## src/rtl/or_gate_arbiter.sv

```systemverilog
// rtl/or_gate_arbiter.sv - two-requester round-robin arbiter for a shared external OR gate
//
// Purpose:
//   Two requesters share one external WIDTH-bit OR gate. Each transaction
//   runs through three states:
//     IDLE    - pick a requester.
//     DRIVE   - hold the operands on gate_a/gate_b for one cycle.
//     CAPTURE - register gate_y into y_out, pulse done, and check the gate.
//   A transaction is at most one per three cycles. The grant alternates when
//   both requesters are eligible.
//
// Ports:
//   clk            in   clock; all state changes on the rising edge
//   rst_n          in   asynchronous active-low reset
//   req0, req1     in   requests; held high until the matching done
//   a0, b0         in   operands of requester 0 (WIDTH)
//   a1, b1         in   operands of requester 1 (WIDTH)
//   gnt0, gnt1     out  requester owns the gate for the current transaction
//   done0, done1   out  one-cycle pulse; y_out is valid for that requester
//   y_out          out  captured result of the last transaction (WIDTH)
//   gate_a, gate_b out  operands driven to the shared OR gate (WIDTH)
//   gate_y         in   result returned by the shared OR gate (WIDTH)
//   busy           out  high whenever the FSM is not in IDLE
//   err            out  sticky; gate result differed from gate_a | gate_b
//   txn_cnt        out  completed-transaction counter (8 bits, wraps)

module or_gate_arbiter #(
    parameter int WIDTH = 8
) (
    input  logic             clk,
    input  logic             rst_n,
    input  logic             req0,
    input  logic             req1,
    input  logic [WIDTH-1:0] a0,
    input  logic [WIDTH-1:0] b0,
    input  logic [WIDTH-1:0] a1,
    input  logic [WIDTH-1:0] b1,
    output logic             gnt0,
    output logic             gnt1,
    output logic             done0,
    output logic             done1,
    output logic [WIDTH-1:0] y_out,
    output logic [WIDTH-1:0] gate_a,
    output logic [WIDTH-1:0] gate_b,
    input  logic [WIDTH-1:0] gate_y,
    output logic             busy,
    output logic             err,
    output logic [7:0]       txn_cnt
);

    typedef enum logic [1:0] {
        IDLE    = 2'd0,
        DRIVE   = 2'd1,
        CAPTURE = 2'd2
    } state_t;

    state_t state;

    // Requester that owned the most recent completed transaction.
    // Reset value 1 makes requester 0 win the first contested round.
    logic last_grant;

    logic elig0;
    logic elig1;
    logic pick1;
    logic gate_bad;

    // A requester whose done is still high has just been served. It sits out
    // this edge so that a held req cannot retrigger immediately.
    assign elig0 = req0 & ~done0;
    assign elig1 = req1 & ~done1;

    // Pick requester 1 when it is the only eligible one. When both are
    // eligible, pick it if requester 0 was served last.
    assign pick1 = elig1 & (~elig0 | ~last_grant);

    // Compare the gate's answer against the operands we are driving.
    assign gate_bad = (gate_y != (gate_a | gate_b));

    always_ff @(posedge clk or negedge rst_n) begin
        if (!rst_n) begin
            state      <= IDLE;
            gnt0       <= 1'b0;
            gnt1       <= 1'b0;
            done0      <= 1'b0;
            done1      <= 1'b0;
            busy       <= 1'b0;
            err        <= 1'b0;
            gate_a     <= '0;
            gate_b     <= '0;
            y_out      <= '0;
            txn_cnt    <= 8'd0;
            last_grant <= 1'b1;
        end else begin
            // Done pulses last exactly one cycle.
            done0 <= 1'b0;
            done1 <= 1'b0;

            case (state)
                IDLE: begin
                    if (elig0 || elig1) begin
                        // Operands are latched here. Later changes on aN/bN
                        // do not reach the gate for this transaction.
                        if (pick1) begin
                            gnt1   <= 1'b1;
                            gate_a <= a1;
                            gate_b <= b1;
                        end else begin
                            gnt0   <= 1'b1;
                            gate_a <= a0;
                            gate_b <= b0;
                        end
                        busy  <= 1'b1;
                        state <= DRIVE;
                    end
                end

                DRIVE: begin
                    // Give the external gate a full cycle to settle.
                    state <= CAPTURE;
                end

                CAPTURE: begin
                    y_out <= gate_y;
                    if (gate_bad) begin
                        err <= 1'b1;
                    end

                    // The owner is identified by whichever grant is held.
                    // A requester dropping req mid-transaction still gets
                    // its done pulse.
                    if (gnt1) begin
                        done1      <= 1'b1;
                        last_grant <= 1'b1;
                    end else begin
                        done0      <= 1'b1;
                        last_grant <= 1'b0;
                    end

                    gnt0    <= 1'b0;
                    gnt1    <= 1'b0;
                    busy    <= 1'b0;
                    txn_cnt <= txn_cnt + 8'd1;
                    state   <= IDLE;
                end

                default: begin
                    gnt0  <= 1'b0;
                    gnt1  <= 1'b0;
                    busy  <= 1'b0;
                    state <= IDLE;
                end
            endcase
        end
    end

endmodule

```

## config.mk

```make
export PLATFORM = sky130hd
export DESIGN_NAME = or_gate_arbiter
export DESIGN_NICKNAME = d
export VERILOG_FILES = /design/src/rtl/or_gate_arbiter.sv
export SDC_FILE = /design/constraint.sdc
export NUM_CORES = 1
export LEC_CHECK = 0
export ABC_CLOCK_PERIOD_IN_PS = 1200
export CAP_MARGIN = 15
export CORE_AREA = 8 8 88 90
export CTS_BUF_LIST = sky130_fd_sc_hd__clkbuf_16
export DETAILED_ROUTE_END_ITERATION = 10
export DIE_AREA = 0 0 96 98
export DONT_BUFFER_PORTS = 1
export GPL_ROUTABILITY_DRIVEN = 0
export PLACE_DENSITY = 0.48
export SYNTH_ARGS = -nofsm -noshare
export SYNTH_HDL_FRONTEND = slang
export SYNTH_SLANG_ARGS = --single-unit
export TNS_END_PERCENT = 1
```

## constraint.sdc

```tcl
create_clock -name clk -period 1.2 [get_ports clk]
set_input_delay 0.18 -clock clk [delete_from_list [all_inputs] [get_ports clk]]
set_output_delay 0.18 -clock clk [all_outputs]
set_load 0.05 [all_outputs]
```

==> results.sh, run 1 <==
export IMPL_path_cells="nand2b_4, a211oi_4, buf_12, nor2_1, a21oi_1"
export IMPL_min_period_ns=1.32
export IMPL_yosys_area_share_adder=0.00670
export IMPL_avgRoutedWirePerCell_um=16.2
export IMPL_path_depth=5
export IMPL_grt_pass1_wl_um=7830
export IMPL_period_share=1.10
export IMPL_htreeDepth=2
export IMPL_worstHoldStart="gate_y[4]"
export IMPL_finalInstanceArea_mm2=0.00256
export IMPL_synth_cell_types=26
export IMPL_vias_per_cell=4.55
export IMPL_synth_top_family_by_area="simple AND/OR/NAND/NOR gates"
export IMPL_reg2reg_to="gate_b[3]"
export IMPL_clock_sinks=41
export IMPL_drt_iter0_markers=35
export IMPL_synth_edf_count=0
export IMPL_dp_hpwl_um=3740
export IMPL_peakVddDrop_uv=1560
export IMPL_crit_fanout=33
export IMPL_synth_simple_area_share=0.171
export IMPL_r2r_start="done1"
export IMPL_synth_seq_cells=41
export IMPL_synth_cells=181
export IMPL_diodes=0
export IMPL_synth_nets=226
export IMPL_synth_area_mm2=0.00187
export IMPL_drv_slew=0
export IMPL_cts_buffer_depth=2
export IMPL_synthTopCellsByArea="dfrtp_1, mux2i_1, nand2_1"
export IMPL_place_area_mm2=0.00229
export IMPL_cts_clk_slew_worst_paths_ns=0.06
export IMPL_die_width_um=96
export IMPL_status="complete, but fails checks"
export IMPL_cts_setup_buffers=0
export IMPL_fin_total_pwr_mw=8.90
export IMPL_layout_nets=276
export IMPL_ant_nets=0
export IMPL_synthTopCellsByCount="dfrtp_1, nand2_1, nor2_1"
export IMPL_relSlewSlack=0.652
export IMPL_core_area_mm2=0.00649
export IMPL_maxCapViolations=0
export IMPL_placement_io_buffers=0
export IMPL_antenna_found_initial=0
export IMPL_area_delta_synth_final_pct=37.2
export IMPL_p_per_area_mw_per_mm2=3470
export IMPL_violations="setup timing"
export IMPL_synth_async_reset_ratio=1.00
export IMPL_skew_ns=0.00681
export IMPL_cts_made_buffers=5
export IMPL_synthMuxAreaShare=0.0857
export IMPL_path_buf_inv=1
export IMPL_cp_required_ns=1.40
export IMPL_power_leakage_nw=1.20
export IMPL_reg2regPathDepth=5
export IMPL_tightest_slew_ns=0.522
export IMPL_r2r_slack_ns=-0.12
export IMPL_avgSynthCellArea_um2=10.3
export IMPL_seq_area_frac_synth=0.550
export IMPL_drive_gt1_frac=0.310
export IMPL_wl_um=5060
export IMPL_crit_arrival_ns=1.52
export IMPL_cp_startpoint="done1"
export IMPL_setup_slack_ns=-0.119
export IMPL_rsz0062_at_grt="true"
export IMPL_fmax_mhz=758
export IMPL_drc=0
export IMPL_cp_slowest_cell="dfrtp_2"
export IMPL_die_h_um=98
export IMPL_critical_path_top_delay_family="flip-flops"
export IMPL_yosys_warnings=0
export IMPL_worstSetupEndpointType="register"
export IMPL_yosysTopAreaCell="dfrtp_1"
export IMPL_hold_violations=0
export IMPL_critical_path_class="register to register"
export IMPL_start_util=0.288
export IMPL_hold_path_class="input port to register"
export IMPL_grt_overflow_total=0
export IMPL_synth_most_common_cell="dfrtp_1"
export IMPL_start_kind="register"
export IMPL_die_area_mm2=0.00941
export IMPL_grt_total_usage=0.108
export IMPL_fill_cells=684
export IMPL_endpoint="gate_b[3]"
export IMPL_root_buffer="clkbuf_16"
export IMPL_drt_pass1_iter_count=4
export IMPL_grt_max_degree=42
export IMPL_cts_tree="done"
export IMPL_top_level_ports=82
export IMPL_slowest_delay_ns=0.40
export IMPL_worst_hold_slack_ns=0.00599
export IMPL_ys_flop_type="dfrtp_1"
export IMPL_finalSetupViolCount=17
export IMPL_rows=30
export IMPL_synth_xor_area_share=0.0328
export IMPL_synth_compound_area_frac=0.122
export IMPL_clk_latency_ns=0.28
export IMPL_vias=1420
export IMPL_yosysTopAreaCellShare=0.536
export IMPL_grt_pass1_vias=1510
worst min-delay path by stage:
stage	cells past startpoint	end	slack [ns]
floorplan	0	busy	-0.12
global placement	0	y_out[7]	-0.11
detailed placement	0	y_out[7]	-0.11
CTS	2	y_out[1]	0.002
global route	2	y_out[1]	0.004
finish	2	y_out[4]	0.006
logic make-up (layout without fill, tap and decap cells):
group | after synthesis | after routing
mux | 16 | 16
xor+xnor | 7 | 7
simple gates | 73 | 73
flops | 41 | 41
compound gates | 36 | 36
fa+ha+maj | 1 | 1
buf+inv | 7 | 58
power by group:
group          internal, mW  switching, mW
sequential             2.02          0.697
clock                 0.976          0.518
combinational          1.64           3.05
through the flow:
step | worst slack [ns] | cells | util | setup TNS (ns)
global placement | -0.140 | 301 | 0.353 | -2.14
floorplan | -0.249 | 181 | - | -4.97
finish | -0.119 | 312 | 0.395 | -1.68
CTS | -0.135 | 311 | 0.386 | -1.91
detailed placement | -0.155 | 301 | 0.353 | -2.31
global route | -0.206 | 312 | 0.395 | -3.16
cells in the final DEF (no fill, tap or decap), types with 2 or more instances in the layout:
cell type  synthesis  final
buf_6              1      2
a21oi_1           20     19
buf_12             1      3
o21a_1             8      8
dfrtp_1           40     36
and3_1             2      2
nor2_1            22     20
clkbuf_16          0      6
buf_4              1     43
nand2_1           30     30
xnor2_1            6      6
nor2_2             0      2
nand3_1            3      3
dfrtp_2            0      4
nor2b_2            0      2
nand2b_4           1      2
o22ai_1            4      4
mux2i_1           16     16
nor3_1             8      7
timing repair:
action	4_1_cts	5_1_grt
gates resized for setup	6	8
gates cloned	0	1
endpoints found under the setup margin	21	24
hold buffers	2	0
pin swaps	7	3
endpoints found under the hold margin	41	0
sequential cells by signal, summed over array words and instances (netlist names):
signal	flops
gate_b	8
gate_a	8
last_grant	1
gnt0	1
gnt1	1
err	1
done1	1
done0	1
busy	1
state	2
y_out	8
txn_cnt	8
metal layers:
metal	wire, um	GRT usage	vias up
met5	0	0	-
met3	288	0.0253	2
met1	2250	0.135	652
met2	2460	0.175	45
li1	-	-	721
met4	56	0.0391	0
layout make-up:
type | instances | area, um^2 | area share
well taps | 80 | 100 | 0.0391
repair buffers | 50 | 440 | 0.172
clock inverters | 3 | 42.5 | 0.0166
flip-flops and latches | 41 | 1030 | 0.403
clock buffers | 5 | 125 | 0.0488
multi-input cells | 133 | 822 | 0.321
(Power assumes the default switching activity.)
==> inputs of run 2 (changes only) <==
--- a/config.mk
+++ b/config.mk
@@ -7,13 +7,16 @@
 export LEC_CHECK = 0
 export ABC_CLOCK_PERIOD_IN_PS = 1200
 export CAP_MARGIN = 15
+export CELL_PAD_IN_SITES_DETAIL_PLACEMENT = 2
+export CELL_PAD_IN_SITES_GLOBAL_PLACEMENT = 2
 export CORE_AREA = 8 8 88 90
 export CTS_BUF_LIST = sky130_fd_sc_hd__clkbuf_16
 export DETAILED_ROUTE_END_ITERATION = 10
 export DIE_AREA = 0 0 96 98
 export DONT_BUFFER_PORTS = 1
 export GPL_ROUTABILITY_DRIVEN = 0
-export PLACE_DENSITY = 0.48
+export PLACE_DENSITY = 0.71
+export REMOVE_ABC_BUFFERS = 1
 export SYNTH_ARGS = -nofsm -noshare
 export SYNTH_HDL_FRONTEND = slang
 export SYNTH_SLANG_ARGS = --single-unit
==> results.sh, run 2 (synthesized netlist as in run 1, its figures left out) <==
export IMPL_vias_per_cell=4.86
export IMPL_antenna_found_initial=0
export IMPL_drc=0
export IMPL_cts_tree="done"
export IMPL_tightest_slew_ns=0.518
export IMPL_drt_iter0_markers=15
export IMPL_mostFrequentLayoutCells="dfrtp_1, buf_4, nand2_1"
export IMPL_skew_ns=0.00627
export IMPL_cts_buffer_depth=2
export IMPL_core_area_mm2=0.00649
export IMPL_violations="setup timing"
export IMPL_placement_io_buffers=0
export IMPL_drv_slew=0
export IMPL_die_width_um=96
export IMPL_critical_path_class="register to register"
export IMPL_swShare=0.506
export IMPL_htreeDepth=2
export IMPL_die_area_mm2=0.00941
export IMPL_dp_hpwl_um=4390
export IMPL_cts_made_buffers=5
export IMPL_layout_nets=273
export IMPL_rows=30
export IMPL_slowest_delay_ns=0.38
export IMPL_combinationalPowerShare=0.515
export IMPL_seq_power_share=0.340
export IMPL_cts_clk_slew_worst_paths_ns=0.06
export IMPL_grt_met2_usage=0.244
export IMPL_finalInstanceArea_mm2=0.00253
export IMPL_layout_commonest_cell="dfrtp_1"
export IMPL_period_share=1.13
export IMPL_busiest_layer="met2"
export IMPL_fmax_mhz=740
export IMPL_avgRoutedWirePerCell_um=19.5
export IMPL_grt_max_degree=42
export IMPL_vias=1501
export IMPL_crit_arrival_ns=1.55
export IMPL_grt_overflow_total=0
export IMPL_area_delta_synth_final_pct=35.3
export IMPL_start_util=0.288
export IMPL_grt_util_met3=0.0307
export IMPL_relSlewSlack=0.654
export IMPL_root_buffer="clkbuf_16"
export IMPL_worstSetupEndpointType="register"
export IMPL_path_buf_inv=1
export IMPL_path_cells="nand2b_4, a211oi_4, buf_12, nor2_1, a21oi_1"
export IMPL_cp_required_ns=1.40
export IMPL_grt_pass1_wl_um=9850
export IMPL_top_level_ports=82
export IMPL_grt_total_usage=0.137
export IMPL_hold_violations=0
export IMPL_crit_fanout=17
export IMPL_drt_pass1_iter_count=3
export IMPL_power_leakage_nw=1.18
export IMPL_fin_total_pwr_mw=8.74
export IMPL_p_switching_mw=4.42
export IMPL_grt_pass1_vias=1774
export IMPL_power_clock_fraction=0.145
export IMPL_maxCapViolations=0
export IMPL_ant_nets=0
export IMPL_wl_um=6040
export IMPL_setup_slack_ns=-0.151
export IMPL_hold_path_class="input port to register"
export IMPL_clk_latency_ns=0.28
export IMPL_drive_gt1_frac=0.279
export IMPL_diodes=0
export IMPL_cp_slowest_cell="dfrtp_1"
export IMPL_clock_sinks=41
export IMPL_peakVddDrop_uv=1220
export IMPL_finalSetupViolCount=18
export IMPL_place_area_mm2=0.00226
export IMPL_met1_usage=0.152
export IMPL_critical_path_top_delay_family="compound AO/OA/AOI/OAI gates"
export IMPL_p_int_mw=4.32
export IMPL_rsz0062_at_grt="true"
export IMPL_start_kind="register"
export IMPL_status="complete, but fails checks"
export IMPL_die_h_um=98
export IMPL_min_period_ns=1.35
export IMPL_p_per_area_mw_per_mm2=3460
run 2: power by group through the flow:
stage | clock network [mW] | logic (mW) | registers (mW)
final | 1.27 | 4.50 | 2.97
after global routing | 1.37 | 4.86 | 3.08
after CTS | 1.31 | 4.69 | 3.00
after detailed placement | 0 | 4.31 | 3.00
after global placement | 0 | 4.18 | 2.95
after floorplan | 0 | 1.21 | 4.44
run 2: metal layers:
layer	vias up	share of wire
li1	709	-
met3	6	0.055
met4	0	0.017
met5	-	0
met2	47	0.53
met1	739	0.40
run 2: final cells by class:
| class | count | area, um^2 |
|---|---|---|
| fill | 733 | 3970 |
| sequential | 41 | 1030 |
| multi-input combinational | 133 | 840 |
| timing repair buffer | 47 | 424 |
| clock buffer | 5 | 125 |
| tap | 80 | 100 |
| clock inverter | 3 | 11.3 |
run 2: path summary, 6_finish.rpt:
path / from / to / slack [ns] / cells after the start
max: done1 / gate_b[5] / -0.15 / 5
max reg2reg: done1 / gate_b[5] / -0.15 / 5
min reg2reg: y_out[5] / y_out[5] / 0.48 / 2
max in group asynchronous: rst_n / last_grant / 0.48 / 2
min: gate_y[5] / y_out[5] / 0.007 / 2
min in group asynchronous: rst_n / gate_a[5] / 0.45 / 2
run 2: metrics by stage:
stage | hold WS (ns) | worst slack (ns) | utilization | std cells | setup TNS (ns)
after global routing | 0.00149 | -0.249 | 0.389 | 309 | -4.40
after global placement | -0.114 | -0.136 | 0.348 | 296 | -1.81
after detailed placement | -0.114 | -0.230 | 0.348 | 296 | -3.21
after floorplan | -0.116 | -0.670 | - | 174 | -13.14
final | 0.00707 | -0.151 | 0.389 | 309 | -1.88
after CTS | 0.00196 | -0.188 | 0.390 | 310 | -2.92
run 2: timing repair:
action / CTS / global route
hold buffers: 2 / 0
endpoints found under the hold margin: 41 / 0
gates cloned: 1 / 0
resized for setup: 11 / 5
setup endpoints to repair: 23 / 32
setup buffers: 3 / 0
pin swaps: 4 / 1
==> inputs of run 3 (changes only) <==
--- a/config.mk
+++ b/config.mk
@@ -17,6 +17,7 @@
 export GPL_ROUTABILITY_DRIVEN = 0
 export PLACE_DENSITY = 0.71
 export REMOVE_ABC_BUFFERS = 1
+export SKIP_CTS_REPAIR_TIMING = 1
 export SYNTH_ARGS = -nofsm -noshare
 export SYNTH_HDL_FRONTEND = slang
 export SYNTH_SLANG_ARGS = --single-unit
==> results.sh, run 3 (synthesized netlist as in run 1, its figures left out) <==
export IMPL_hold_violations=0
export IMPL_mostFrequentLayoutCells="dfrtp_1, buf_4, nand2_1"
export IMPL_grt_total_usage=0.125
export IMPL_grt_max_degree=42
export IMPL_cts_tree="done"
export IMPL_die_area_mm2=0.00941
export IMPL_cp_slowest_cell="dfrtp_1"
export IMPL_crit_arrival_ns=1.64
export IMPL_hold_path_class="input port to register"
export IMPL_area_delta_synth_final_pct=39.0
export IMPL_vias_per_cell=4.85
export IMPL_drive_gt1_frac=0.307
export IMPL_fin_total_pwr_mw=9.09
export IMPL_wl_um=6320
export IMPL_cp_required_ns=1.40
export IMPL_p_per_area_mw_per_mm2=3500
export IMPL_drt_iter0_markers=26
export IMPL_path_cells="nand2b_4, a211oi_4, buf_6, clkbuf_16, nor2_1, a21oi_1"
export IMPL_cts_buffer_depth=2
export IMPL_top_level_ports=82
export IMPL_fmax_mhz=693
export IMPL_power_leakage_nw=1.21
export IMPL_setup_slack_ns=-0.243
export IMPL_antenna_found_initial=0
export IMPL_rows=30
export IMPL_r2r_slack_ns=-0.24
export IMPL_grt_pass1_vias=1722
export IMPL_dp_hpwl_um=4390
export IMPL_drt_pass1_iter_count=4
export IMPL_clk_latency_ns=0.28
export IMPL_diodes=0
export IMPL_peakVddDrop_uv=1270
export IMPL_critical_path_class="register to register"
export IMPL_start_util=0.288
export IMPL_maxCapViolations=0
export IMPL_tightest_slew_ns=0.515
export IMPL_rsz0062_at_grt="true"
export IMPL_vias=1509
export IMPL_period_share=1.20
export IMPL_slowest_delay_ns=0.40
export IMPL_core_area_mm2=0.00649
export IMPL_pre_cts_slack_ns=-0.230
export IMPL_clock_sinks=41
export IMPL_die_width_um=96
export IMPL_placement_io_buffers=0
export IMPL_relSlewSlack=0.657
export IMPL_cts_made_buffers=5
export IMPL_start_kind="register"
export IMPL_grt_overflow_total=0
export IMPL_htreeDepth=2
export IMPL_crit_fanout=8
export IMPL_violations="setup timing"
export IMPL_finalSetupViolCount=21
export IMPL_stdcell_count=311
export IMPL_layout_commonest_cell="dfrtp_1"
export IMPL_min_period_ns=1.44
export IMPL_avgRoutedWirePerCell_um=20.3
export IMPL_skew_ns=0.00501
export IMPL_drv_slew=0
export IMPL_cts_clk_slew_worst_paths_ns=0.06
export IMPL_fill_cells=729
export IMPL_grt_pass1_wl_um=9120
export IMPL_worstSetupEndpointType="register"
export IMPL_die_h_um=98
export IMPL_place_inst=296
export IMPL_status="complete, but fails checks"
export IMPL_root_buffer="clkbuf_16"
export IMPL_drc=0
export IMPL_ant_nets=0
export IMPL_layout_nets=275
[run 3: cell count changes in the layout (fill, tap and decap cells not counted), moves of 3 or more]
cell	change
nor2_2	+3
clkbuf_16	+3
nor3_2	+3
nor2_1	-3
nor3_1	-3
[run 3: worst max-delay path: cells and delay by family, from the launching register on]
family          cells  cell delay, ns
compound gates      2            0.42
flops               1            0.40
buf+inv             2            0.34
simple gates        2            0.20
[run 3: area by class of cell]
cell class | instances | area (um^2) | share of cell area
Tap cell | 80 | 100 | 0.0385
Sequential cell | 41 | 1030 | 0.395
Timing Repair Buffer | 49 | 488 | 0.188
Clock buffer | 5 | 125 | 0.0482
Multi-Input combinational cell | 133 | 846 | 0.326
Clock inverter | 3 | 11.3 | 0.00434
[run 3: stage by stage]
step	TNS, ns	util	hold WS (ns)	cell area (um^2)
4_1_cts	-3.52	0.369	-0.415	2400
6_report	-3.88	0.400	0.00723	2600
3_3_place_gp	-1.81	0.348	-0.114	2260
3_5_place_dp	-3.21	0.348	-0.114	2260
2_1_floorplan	-13.14	-	-0.116	1810
5_1_grt	-5.47	0.400	0.00451	2600
[run 3: where the power goes]
part	internal (mW)	switching (mW)
clock	0.748	0.509
combinational	1.80	3.04
sequential	2.00	0.986
total	4.55	4.54
[run 3: worst paths after layout]
kind	start	end	cells past startpoint
max in group asynchronous	rst_n	last_grant	2
min reg2reg	y_out[5]	y_out[5]	2
max reg2reg	done0	gate_a[7]	6
min	gate_y[5]	y_out[5]	2
min in group asynchronous	rst_n	gate_b[3]	2
max	done0	gate_a[7]	6
[run 3: layer usage]
metal  share of wire  up-vias  routed length (um)  GRT usage
met5               0        -                   0          0
met2            0.56       44                3550      0.227
met4               0        0                   0     0.0355
li1                -      715                   -          -
met3           0.054        0                 341     0.0307
met1            0.38      750                2420      0.138
